--- src/rtl/rv_alu_pkg.sv ---
// Shared RV32I ALU definitions: funct3 encodings, FSM state codes, op helpers.
package rv_alu_pkg;

   localparam logic [2:0] F3_ADD  = 3'b000;
   localparam logic [2:0] F3_SLL  = 3'b001;
   localparam logic [2:0] F3_SLT  = 3'b010;
   localparam logic [2:0] F3_SLTU = 3'b011;
   localparam logic [2:0] F3_XOR  = 3'b100;
   localparam logic [2:0] F3_SR   = 3'b101;
   localparam logic [2:0] F3_OR   = 3'b110;
   localparam logic [2:0] F3_AND  = 3'b111;

   localparam logic [1:0] S_IDLE  = 2'd0;
   localparam logic [1:0] S_SHIFT = 2'd1;
   localparam logic [1:0] S_DONE  = 2'd2;

   // True for the funct3 codes that select a shift
   function automatic logic is_shift_op(input logic [2:0] f3);
      return (f3 == F3_SLL) || (f3 == F3_SR);
   endfunction

endpackage

--- src/rtl/rv_alu_shift_step.sv ---
// Combinational shifter: one step of up to 2^AW-1 positions, left or right,
// logical or arithmetic. Used as the per-cycle step or as a full barrel shifter.
module rv_alu_shift_step #(
   parameter int unsigned XLEN = 32,
   parameter int unsigned AW   = 5
) (
   input  logic [XLEN-1:0] data,
   input  logic [AW-1:0]   amount,
   input  logic            left,
   input  logic            arith,
   output logic [XLEN-1:0] shifted_c
);

   // Direction/fill selection; left shifts always fill with zero
   always_comb begin
      if (left) begin
         shifted_c = data << amount;
      end else if (arith) begin
         shifted_c = XLEN'($signed(data) >>> amount);
      end else begin
         shifted_c = data >> amount;
      end
   end

endmodule

--- src/rtl/rv_seq_alu.sv ---
// Handshaked RV32I ALU. Single-cycle add/sub/logic/compare; shifts iterate
// SHIFT_STEP positions per cycle. Define SEQ_ALU_BARREL_EN for a single-cycle
// barrel shifter instead (SHIFT state never used, SHIFT_STEP ignored).
module rv_seq_alu
   import rv_alu_pkg::*;
#(
   parameter int unsigned XLEN       = 32,
   parameter int unsigned SHIFT_STEP = 1
) (
   input  logic            clk,
   input  logic            resetn,
   input  logic            in_valid,
   output logic            in_ready,
   input  logic [XLEN-1:0] op_a,
   input  logic [XLEN-1:0] op_b,
   input  logic [2:0]      funct3,
   input  logic            op_sign,
   output logic            out_valid,
   input  logic            out_ready,
   output logic [XLEN-1:0] result,
   output logic            zero,
   output logic            negative,
   output logic            overflow,
   output logic            busy
);

   localparam int unsigned SW = $clog2(XLEN);
`ifdef SEQ_ALU_BARREL_EN
   localparam int unsigned AW = SW;
`else
   localparam int unsigned AW = $clog2(SHIFT_STEP + 1);
`endif

   logic [1:0]      state, state_nxt;
   logic            out_valid_nxt, zero_nxt, negative_nxt, overflow_nxt;
   logic [XLEN-1:0] result_nxt;
   logic            accept_c;
   logic [SW-1:0]   shamt;
   logic [XLEN-1:0] b_eff, sum, op_res;
   logic            op_ovf;
   logic [AW-1:0]   step_amt;
   logic [XLEN-1:0] step_in, step_out;
   logic            step_left, step_arith;

   assign in_ready = (state == S_IDLE) | ((state == S_DONE) & out_ready);
   assign busy     = (state != S_IDLE);
   assign accept_c = in_valid & in_ready;
   assign shamt    = op_b[SW-1:0];

`ifndef SEQ_ALU_BARREL_EN
   logic [XLEN-1:0] sh_data, sh_data_nxt;
   logic [SW-1:0]   sh_rem, sh_rem_nxt, sh_rem_dec;
   logic            sh_left, sh_left_nxt, sh_arith, sh_arith_nxt;

   // Step size is SHIFT_STEP, trimmed on the final partial step
   always_comb begin
      if (32'(sh_rem) < SHIFT_STEP) step_amt = AW'(sh_rem);
      else                          step_amt = AW'(SHIFT_STEP);
   end

   assign step_in    = sh_data;
   assign step_left  = sh_left;
   assign step_arith = sh_arith;
   assign sh_rem_dec = sh_rem - SW'(step_amt);

   // Iterative shift working registers
   always_ff @(posedge clk or negedge resetn) begin
      if (!resetn) begin
         sh_data  <= '0;
         sh_rem   <= '0;
         sh_left  <= 1'b0;
         sh_arith <= 1'b0;
      end else begin
         sh_data  <= sh_data_nxt;
         sh_rem   <= sh_rem_nxt;
         sh_left  <= sh_left_nxt;
         sh_arith <= sh_arith_nxt;
      end
   end
`else
   assign step_amt   = shamt;
   assign step_in    = op_a;
   assign step_left  = (funct3 == F3_SLL);
   assign step_arith = op_sign;
`endif

   rv_alu_shift_step #(
      .XLEN (XLEN),
      .AW   (AW)
   ) u_shift (
      .data      (step_in),
      .amount    (step_amt),
      .left      (step_left),
      .arith     (step_arith),
      .shifted_c (step_out)
   );

   // Single-cycle datapath on the live inputs, used at accept
   always_comb begin
      b_eff  = ((funct3 == F3_ADD) & op_sign) ? (~op_b + XLEN'(1)) : op_b;
      sum    = op_a + b_eff;
      op_ovf = 1'b0;
      op_res = '0;
      case (funct3)
         F3_ADD: begin
            op_res = sum;
            op_ovf = (op_a[XLEN-1] == b_eff[XLEN-1]) & (sum[XLEN-1] != op_a[XLEN-1]);
         end
         F3_SLT:  op_res = {{(XLEN-1){1'b0}}, ($signed(op_a) < $signed(op_b))};
         F3_SLTU: op_res = {{(XLEN-1){1'b0}}, (op_a < op_b)};
         F3_XOR:  op_res = op_a ^ op_b;
         F3_OR:   op_res = op_a | op_b;
         F3_AND:  op_res = op_a & op_b;
`ifdef SEQ_ALU_BARREL_EN
         F3_SLL, F3_SR: op_res = step_out;
`else
         // Only reached with shamt == 0; nonzero shifts go through SHIFT
         F3_SLL, F3_SR: op_res = op_a;
`endif
         default: op_res = '0;
      endcase
   end

   // Next-state and registered-output logic
   always_comb begin
      state_nxt     = state;
      out_valid_nxt = out_valid;
      result_nxt    = result;
      zero_nxt      = zero;
      negative_nxt  = negative;
      overflow_nxt  = overflow;
`ifndef SEQ_ALU_BARREL_EN
      sh_data_nxt   = sh_data;
      sh_rem_nxt    = sh_rem;
      sh_left_nxt   = sh_left;
      sh_arith_nxt  = sh_arith;
`endif
      case (state)
         S_IDLE: ;
         S_SHIFT: begin
`ifndef SEQ_ALU_BARREL_EN
            sh_data_nxt = step_out;
            sh_rem_nxt  = sh_rem_dec;
            if (sh_rem_dec == '0) begin
               state_nxt     = S_DONE;
               out_valid_nxt = 1'b1;
               result_nxt    = step_out;
               zero_nxt      = (step_out == '0);
               negative_nxt  = step_out[XLEN-1];
               overflow_nxt  = 1'b0;
            end
`else
            state_nxt = S_IDLE;
`endif
         end
         S_DONE: begin
            if (out_ready) begin
               state_nxt     = S_IDLE;
               out_valid_nxt = 1'b0;
               result_nxt    = '0;
               zero_nxt      = 1'b0;
               negative_nxt  = 1'b0;
               overflow_nxt  = 1'b0;
            end
         end
         default: state_nxt = S_IDLE;
      endcase

      // A new accept overrides the retire path (back-to-back issue)
      if (accept_c) begin
`ifndef SEQ_ALU_BARREL_EN
         if (is_shift_op(funct3) && (shamt != '0)) begin
            state_nxt     = S_SHIFT;
            out_valid_nxt = 1'b0;
            result_nxt    = '0;
            zero_nxt      = 1'b0;
            negative_nxt  = 1'b0;
            overflow_nxt  = 1'b0;
            sh_data_nxt   = op_a;
            sh_rem_nxt    = shamt;
            sh_left_nxt   = (funct3 == F3_SLL);
            sh_arith_nxt  = op_sign;
         end else
`endif
         begin
            state_nxt     = S_DONE;
            out_valid_nxt = 1'b1;
            result_nxt    = op_res;
            zero_nxt      = (op_res == '0);
            negative_nxt  = op_res[XLEN-1];
            overflow_nxt  = op_ovf;
         end
      end
   end

   // State and output registers
   always_ff @(posedge clk or negedge resetn) begin
      if (!resetn) begin
         state     <= S_IDLE;
         out_valid <= 1'b0;
         result    <= '0;
         zero      <= 1'b0;
         negative  <= 1'b0;
         overflow  <= 1'b0;
      end else begin
         state     <= state_nxt;
         out_valid <= out_valid_nxt;
         result    <= result_nxt;
         zero      <= zero_nxt;
         negative  <= negative_nxt;
         overflow  <= overflow_nxt;
      end
   end

endmodule

--- config.mk ---
export PLATFORM = sky130hd
export DESIGN_NAME = rv_seq_alu
export DESIGN_NICKNAME = d
export VERILOG_FILES = /design/src/rtl/rv_alu_pkg.sv /design/src/rtl/rv_alu_shift_step.sv /design/src/rtl/rv_seq_alu.sv
export SDC_FILE = /design/constraint.sdc
export NUM_CORES = 1
export LEC_CHECK = 0
export CAP_MARGIN = 20
export CORE_MARGIN = 2
export CORE_UTILIZATION = 63
export CTS_CLUSTER_DIAMETER = 150
export DETAILED_ROUTE_END_ITERATION = 10
export GPL_ROUTABILITY_DRIVEN = 0
export GPL_TIMING_DRIVEN = 1
export PLACE_DENSITY = 0.85
export SETUP_SLACK_MARGIN = 0.3
export SLEW_MARGIN = 10
export SYNTH_ARGS = -nofsm -noshare
export SYNTH_HDL_FRONTEND = slang
export SYNTH_SLANG_ARGS = --single-unit
--- constraint.sdc ---
create_clock -name clk -period 7.6 [get_ports clk]
set_input_delay 0.76 -clock clk [delete_from_list [all_inputs] [get_ports clk]]
set_output_delay 0.76 -clock clk [all_outputs]
set_load 0.1 [all_outputs]
# Yosys cells after proc, flatten, opt, wreduce, memory -nomap -nowiden
# Cells that the tools add are included.
# word_totals
inputBits	72
ff_bits	77
elab_cells	95
output_inout_bits	38
# classes
muxes	39
n_reduce_logical	14
eq_ne	14
magnitude_cmp	3
shifts	3
bitwise	9
n_addsub	3
# op_table
op	count
two-way mux 32 bit	10
case mux 32 bit (7 select lines)	1
zero test 32 bit	2
less-than comparator 32 bit	2
case mux 32 bit (2 select lines)	1
adder 32 x 1 -> 32 bit, second input constant	1
adder 32 bit	1
bitwise AND 32 bit	1
inverter 32 bit	1
OR 32 bit	1
<< shifter 32 x 1 -> 32 bit	1
>> shifter 32 x 1 -> 32 bit	1
>>> shifter 32 x 1 -> 32 bit	1
bitwise XOR 32 bit	1
two-way mux 1 bit	15
two-way mux 5 bit	3
== test 3 bit, second input constant	4
two-way mux 2 bit	4
case mux 1 bit (2 select lines)	4
== test 3 x 2 -> 1 bit, second input constant	2
!= test 3 bit, second input constant	2
case mux 2 bit (3 select lines)	1
AND reduction 3 bit	2
zero test 5 bit	1
other kinds (19)	22

# Depth between registers and ports, before layout
# Gate-level depths: netlist of run 1.
# logic_depth
depth_word	9
mapped_depth	21
mapped_depth_nobuf	20

# Modules after synthesis
# A second synthesis of run 1 with hierarchy kept.
# unflattened
hier_cells	1382
hier_area_um2	10161.0
# by_module_without_submodules
module	seq_area_each_um2	n_inst	cells_per_inst	area_per_inst_um2
rv_seq_alu	1901.8	1	1275	9459.1
rv_alu_shift_step	0.0	1	107	701.9

# Least setup slack after synthesis of run 1
# Ideal clock, no wire load.
# synth_path
path_kind	input port to flip-flop
startpoint	in funct3[2]
endpoint	reg zero
n_path_buf	3
t_required_ns	7.535
t_arrival_ns	4.790
slack_ns	2.745
setup_time_ns	0.065
cell_stages	18
path_cell_list	clkbuf_1 -> nor3_1 -> clkbuf_8 -> and2_2 -> clkbuf_1 -> a21o_1 -> inv_1 -> fa_1 -> nand2b_1 -> a21oi_1 -> a21oi_1 -> o311ai_0 -> a31oi_1 -> mux2i_1 -> a21boi_0 -> nor4bb_1 -> and4_1 -> a31o_1
# synth_via
elab_chain_cells	8
word_cells_on_any_way	18
classes_between	add/sub (1); eq/ne (7); mux (4); bitwise (1); reduce/logical (5)
# synth_rtl
element	line	rtl
from (decl)	rv_seq_alu.sv:16	input logic [2:0] funct3,
zero test 3 bit	rv_seq_alu.sv:100, rv_seq_alu.sv:104	
bitwise AND 1 bit	rv_seq_alu.sv:100	b_eff = ((funct3 == F3_ADD) & op_sign) ? (~op_b + XLEN'(1)) : op_b;
two-way mux 32 bit	rv_seq_alu.sv:100	
adder 32 bit	rv_seq_alu.sv:101	sum = op_a + b_eff;
case mux 32 bit (7 select lines)	rv_seq_alu.sv:104	case (funct3)
zero test 32 bit	rv_seq_alu.sv:189	zero_nxt = (op_res == '0);
two-way mux 1 bit *	rv_seq_alu.sv:172	if (is_shift_op(funct3) && (shamt != '0)) begin
two-way mux 1 bit *	rv_seq_alu.sv:170	if (accept_c) begin
to (signal assigned)	rv_seq_alu.sv:209	zero <= zero_nxt;
to (decl)	rv_seq_alu.sv:21	output logic zero,
# Mark *: on every way between the ends. The rest lies on a longest branch, timed or not.
# A chain may end at the register's enable or synchronous reset.

# Worst setup path in the final report of run 1
# Same ends and word-level chain as after synthesis.

==> results of run 1 <==
power by group:
group	switching, mW	leakage [nW]	total, mW	internal (mW)
Sequential	0.164	0.943	0.755	0.591
Clock	0.157	0.135	0.393	0.236
Combinational	1.45	3.95	2.08	0.625
Total	1.77	5.03	3.23	1.45
per-stage QoR:
| stage | instance area (µm²) | utilization | hold slack (ns) | power, mW |
|---|---|---|---|---|
| 3_5_place_dp | 10800 | 0.716 | 0.470 | 2.79 |
| 4_1_cts | 11100 | 0.734 | 0.487 | 3.19 |
| 3_3_place_gp | 10800 | 0.716 | 0.452 | 2.75 |
| 6_report | 11100 | 0.734 | 0.479 | 3.23 |
| 5_1_grt | 11100 | 0.734 | 0.512 | 3.40 |
| 2_1_floorplan | 9740 | - | 0.464 | 2.27 |
state kept, by name, summed over array words and instances, names as in the netlist:
| name | count |
|---|---|
| result | 32 |
| overflow | 1 |
| zero | 1 |
| sh_rem | 5 |
| sh_arith | 1 |
| sh_left | 1 |
| sh_data | 32 |
| out_valid | 1 |
| state | 2 |
worst min path at each step:
| stage | start | slack (ns) | cells after the start | to |
|---|---|---|---|---|
| 2_1_floorplan | resetn | 0.46 | 0 | out_valid$_DFFE_PN0P_ |
| 3_3_place_gp | result[23]$_DFFE_PN0P_ | 0.45 | 2 | result[23]$_DFFE_PN0P_ |
| 3_5_place_dp | result[9]$_DFFE_PN0P_ | 0.47 | 2 | result[9]$_DFFE_PN0P_ |
| 4_1_cts | result[6]$_DFFE_PN0P_ | 0.49 | 2 | result[6]$_DFFE_PN0P_ |
| 5_1_grt | result[9]$_DFFE_PN0P_ | 0.51 | 2 | result[9]$_DFFE_PN0P_ |
| 6_report | result[6]$_DFFE_PN0P_ | 0.48 | 2 | result[6]$_DFFE_PN0P_ |
synthesized netlist by cell type, types with 10 or more instances:
cell,number
nand2_1,177
o21ai_0,164
ha_1,135
a21oi_1,110
nor2_1,110
inv_1,86
dfrtp_1,76
clkbuf_1,60
xnor2_1,39
mux2i_1,38
o22ai_1,21
xor2_1,17
nor3_1,16
o21a_1,15
nand4_1,14
nand2b_1,13
nand3_1,13
nor2b_1,13
o221ai_1,12
a31oi_1,11
nor4_1,11
a21o_1,10
a22o_1,10
o31ai_1,10
routing by layer:
| metal | global-route usage | share of wire | up-vias |
|---|---|---|---|
| met4 | 0.118 | 0.030 | 0 |
| met3 | 0.0295 | 0.11 | 86 |
| met2 | 0.555 | 0.44 | 653 |
| met1 | 0.536 | 0.43 | 4748 |
| met5 | 0 | 0 | - |
| li1 | - | - | 4816 |
kinds of logic (layout without fill, tap and decap cells):
family,after synthesis,after routing,share of synthesized area
xor gates and xnor gates,56,56,0.0504
and+or+nand+nor,407,407,0.195
DFF,76,76,0.195
AOI/OAI and AO/OA,439,439,0.274
adders and majority gates,136,136,0.175
buffers and inverters,162,223,0.0664
muxes,42,42,0.0437
worst max-delay path, cell delays in order:
cell and delay (ns):
clkdlybuf4s50_1 0.40, buf_4 0.23, nor3_2 0.24, buf_4 0.31, nand2_1 0.42, nor2_1 0.27, xnor2_1 0.09, ha_1 0.35
nand2b_1 0.13, a21oi_1 0.29, a21oi_1 0.20, o311ai_0 0.95, a31oi_1 0.27, mux2i_1 0.17, a21boi_0 0.24, nor4bb_1 0.29
and4_1 0.22, a31o_1 0.13
cell type report:
type / instances / area (µm²)
Multi-Input combinational cell: 1080 / 7210
Fill cell: 1231 / 4030
Sequential cell: 76 / 1900
Timing Repair Buffer: 121 / 1170
Inverter: 87 / 327
Clock buffer: 13 / 260
Tap cell: 188 / 235
Clock inverter: 2 / 10.0
==> results_dict.tcl, run 1 <==
set metrics [dict create \
    drv_cap 0 \
    ys_seq_area_frac 0.195 \
    hpwlAfterDp_mm 22.7 \
    synth_nets 1526 \
    die_w_um 128 \
    timing.rr.end "zero$_DFFE_PN0P_" \
    drtIter0Drc 1671 \
    synth.top_cell.area_share 0.195 \
    htreeDepth 3 \
    rsz0062_at_grt "false" \
    core_region_area_mm2 0.0151 \
    layout_commonest_cell "nand2_1" \
    diodes 0 \
    path_clk_slew_ns 0.06 \
    tightest_slew_ns 1.16 \
    hold_viol_final 0 \
    cts.sinks 76 \
    yosysWarnings 0 \
    rows 45 \
    synth_edf_count 0 \
    netlist_instances 1318 \
    holdCritPathClass "reg -> reg" \
    cts_buffer_depth 2 \
    reg2reg_slack_ns 4.39 \
    ant_nets 0 \
    critPathMaxFanout 23 \
    cts_hold_buf 0 \
    ys.flop_type "dfrtp_1" \
    cts_buffers 9 \
    cts_resized 0 \
    cts_setup_buffers 0 \
    drt_pass1_iterations 6 \
    cts_tree "built" \
    layout-drive-gt1-share 0.0363 \
    place_ws_ns 1.80 \
    critPathLaunchType "primary input" \
    worstSetupStartpoint "funct3[2]" \
    routed_via_density 6.57 \
    ys_ff_latch 76 \
    yosysTopAreaCell "dfrtp_1" \
    drt-wirelength-per-cell_um 19.1 \
    reg2reg_from "sh_rem[2]$_DFF_PN0_" \
    slew_violations 0 \
    die_y_um 128 \
    end_kind "flip-flop" \
    leakage_nw 5.03 \
    grt_max_degree 79 \
    post-route-worst-setup-slack_ns 1.90 \
    p_per_area_mw_per_mm2 290 \
    layout_min_cycle_time_ns 5.70 \
    cts_root_buf "clkbuf_16" \
    r2r_cells 9 \
    floorplan.initialDensity 0.643 \
    grt_first_pass_wirelength_mm 47.3 \
    synth_cell_type_count 77 \
    worstPathRequired_ns 7.88 \
    final_cell_count_no_fill 1567 \
    arrival_ns 5.98 \
    syn_to_final_growth_pct 14.1 \
    grt_antenna_before_repair 0 \
    finClkSkew_ns 0.00616 \
    fp.dieArea_mm2 0.0165 \
    nets 1583 \
    setup.worst_path.class "in -> reg" \
    pin_count 110 \
    netlist_area_mm2 0.00974 \
    setup_viol 0 \
    grt-ovfl-total 0 \
    ir_drop_mv 0.275 \
    max_slew_margin 0.228 \
    fmaxAchievable_mhz 175 \
    fin_crit_sh 0.750 \
    grt_util_all_layers 0.360 \
    setup-tns-final_ns 0 \
    netlist_top_cells_area "dfrtp_1 20%, ha_1 17%, o21ai_0 8.4%" \
    outcome "completed" \
    drt-total-wl_mm 29.9 \
    clkLatencyLatePin_ns 0.34 \
    numPlacedInstances 1552 \
    async_flop_share 1.00 \
    first_global_vias 9178 \
    io_buffers 109 \
    worstSetupEndpoint "zero$_DFFE_PN0P_" \
    drc 0 \
    final_cell_mix "176 x nand2_1, 163 x o21ai_0, 135 x ha_1" \
    num_vias 10300 \
    avgSynthCellArea_um2 7.39 \
]
No activity file was read; power rests on OpenSTA's default activity.
==> inputs of run 2 (changes only) <==
--- a/config.mk
+++ b/config.mk
@@ -7,12 +7,12 @@
 export LEC_CHECK = 0
 export CAP_MARGIN = 20
 export CORE_MARGIN = 2
-export CORE_UTILIZATION = 63
+export CORE_UTILIZATION = 53
 export CTS_CLUSTER_DIAMETER = 150
 export DETAILED_ROUTE_END_ITERATION = 10
 export GPL_ROUTABILITY_DRIVEN = 0
 export GPL_TIMING_DRIVEN = 1
-export PLACE_DENSITY = 0.85
+export PLACE_DENSITY = 0.76
 export SETUP_SLACK_MARGIN = 0.3
 export SLEW_MARGIN = 10
 export SYNTH_ARGS = -nofsm -noshare
==> constraint.sdc (replaced) <==
create_clock -name clk -period 5.1 [get_ports clk]
set_input_delay 0.51 -clock clk [delete_from_list [all_inputs] [get_ports clk]]
set_output_delay 0.51 -clock clk [all_outputs]
set_load 0.1 [all_outputs]
==> run 2 against run 1 <==
Against the previous run: combinational power grew 50%; cell count rose by 5.4%; routed wire length up 4.2%; setup slack lost 1.5 ns; register-to-register slack lost 2.7 ns; flip-flop and latch count unchanged; clock skew hardly changed; critical endpoint unchanged; first-iteration DRC count down 22%; die area rose by 18%.
==> results_dict.tcl, run 2 (synthesis gave the netlist of run 1 again) <==
set metrics [dict create \
    cts_buffers 9 \
    fp.dieArea_mm2 0.0195 \
    cts_tree "built" \
    rsz0062_at_grt "true" \
    cts.sinks 76 \
    top_regs "result x32, sh_data x32, sh_rem x5" \
    grt_first_pass_wirelength_mm 49.3 \
    die_w_um 140 \
    ant_nets 0 \
    slowest_stage "or4_4" \
    hold_viol_final 0 \
    tightest_slew_ns 1.12 \
    fin_crit_sh 0.930 \
    drc 0 \
    max_slew_margin 0.253 \
    clockPowerShare 0.131 \
    met1Wirelength_mm 13.5 \
    utilization 0.642 \
    nFillCells 1643 \
    critical_path.cell_chain "clkdlybuf4s50_1 -> or4_4 -> or4_4 -> nor2_1 -> buf_4 -> a21oi_1 -> xnor2_1 -> ha_1 -> a21o_1 -> a21o_1 -> a221oi_1 -> o21a_1 -> buf_4 -> xor2_1 -> o21ai_0 -> nor4b_1 -> and4_1 -> a31o_1" \
    critPathLaunchType "primary input" \
    cts_hold_buf 0 \
    num_vias 10300 \
    layout_min_cycle_time_ns 4.74 \
    finClkSkew_ns 0.00665 \
    fmaxAchievable_mhz 211 \
    cts_root_buf "clkbuf_16" \
    core_region_area_mm2 0.0180 \
    worstPathRequired_ns 5.38 \
    path_clk_slew_ns 0.06 \
    placed_cell_area_mm2 0.0112 \
    setup.worst_path.class "in -> reg" \
    layout-drive-gt1-share 0.0738 \
    holdCritPathClass "in -> async" \
    rows 49 \
    critPathMaxFanout 5 \
    power.share.sequential 0.231 \
    grt-ovfl-total 0 \
    cp.buffers_inverters 3 \
    cts_buffer_depth 2 \
    wl_met3_mm 3.27 \
    slew_violations 0 \
    end_kind "flip-flop" \
    syn_to_final_growth_pct 18.9 \
    p_sw_frac 0.541 \
    ir_drop_mv 0.610 \
    drt-total-wl_mm 31.2 \
    floorplan.initialDensity 0.540 \
    p_switching_mw 2.66 \
    grt_max_degree 77 \
    drt_pass1_iterations 5 \
    grt_util_all_layers 0.312 \
    die_y_um 140 \
    wl_met2_mm 13.6 \
    htreeDepth 3 \
    hpwlAfterDp_mm 24.1 \
    grt_antenna_before_repair 0 \
    p_per_area_mw_per_mm2 424 \
    routed_via_density 6.26 \
    leakage_nw 5.25 \
    crit_path_max_incr_delay_ns 0.57 \
    io_buffers 109 \
    first_global_vias 9289 \
    power.internal_mw 2.25 \
    drt-wirelength-per-cell_um 18.9 \
    fin_area_mm2 0.0116 \
    pin_count 110 \
    outcome "completed" \
    nets 1626 \
    layout_commonest_cell "nand2_1" \
    clkLatencyLatePin_ns 0.34 \
    drv_cap 0 \
    diodes 0 \
    pwr-share-comb 0.637 \
    setup-tns-final_ns 0 \
    setup_viol 0 \
    arrival_ns 5.03 \
    top_layer "met4" \
    drtIter0Drc 1302 \
    crit_family "simple AND/OR/NAND/NOR gates" \
    final_cell_mix "176 x nand2_1, 157 x o21ai_0, 134 x ha_1" \
]
## run 2: changes by cell type in the layout (fill, tap and decap cells not counted), sizes merged
cell	change
buf	+43
bufinv	+1
clkbuf	-1
clkinvlp	+1
## run 2: timing repair
item,4_1_cts,5_1_grt
resized for setup,0,18
setup buffers,0,4
endpoints found under the setup margin,0,8
## run 2: layout make-up
cell class                      instances  area (µm²)  share of cell area
Multi-Input combinational cell       1080        7260               0.627
Sequential cell                        76        1900               0.164
Timing Repair Buffer                  164        1500               0.129
Inverter                               87         327              0.0282
Tap cell                              229         287              0.0247
Clock buffer                           12         256              0.0222
Clock inverter                          4        47.5             0.00411
## run 2: through the flow
step | worst slack (ns) | power, mW | hold WS (ns) | std cells
after floorplan | 0.495 | 3.39 | 0.214 | 1318
after global placement | 0.114 | 4.15 | 0.450 | 1632
after detailed placement | 0.0130 | 4.20 | 0.470 | 1632
after CTS | 0.363 | 4.86 | 0.367 | 1648
after global routing | 0.149 | 5.21 | 0.418 | 1652
final | 0.356 | 4.91 | 0.294 | 1652
## run 2: routing by layer
| layer | track usage | up-vias |
|---|---|---|
| li1 | - | 4902 |
| met1 | 0.465 | 4797 |
| met2 | 0.477 | 581 |
| met3 | 0.0337 | 59 |
| met4 | 0.0926 | 0 |
| met5 | 0 | - |
## run 2: power groups by stage
stage          Combinational, mW  Clock, mW  Sequential (mW)
6_report                    3.13      0.645             1.13
5_1_grt                     3.36      0.682             1.17
4_1_cts                     3.07      0.654             1.13
3_5_place_dp                3.06          0             1.14
3_3_place_gp                3.03          0             1.13
2_1_floorplan               1.39          0             2.00
## run 2: final timing paths
path / start / end / slack [ns] / cells after the start
hold reg to reg: result[13]$_DFFE_PN0P_ / result[13]$_DFFE_PN0P_ / 0.48 / 2
max in group asynchronous: resetn / result[25]$_DFFE_PN0P_ / 4.12 / 1
setup reg to reg: sh_rem[2]$_DFF_PN0_ / zero$_DFFE_PN0P_ / 1.69 / 8
setup / recovery: op_b[12] / zero$_DFFE_PN0P_ / 0.36 / 18
hold / removal: resetn / result[2]$_DFFE_PN0P_ / 0.29 / 1
min in group clk: result[13]$_DFFE_PN0P_ / result[13]$_DFFE_PN0P_ / 0.48 / 2
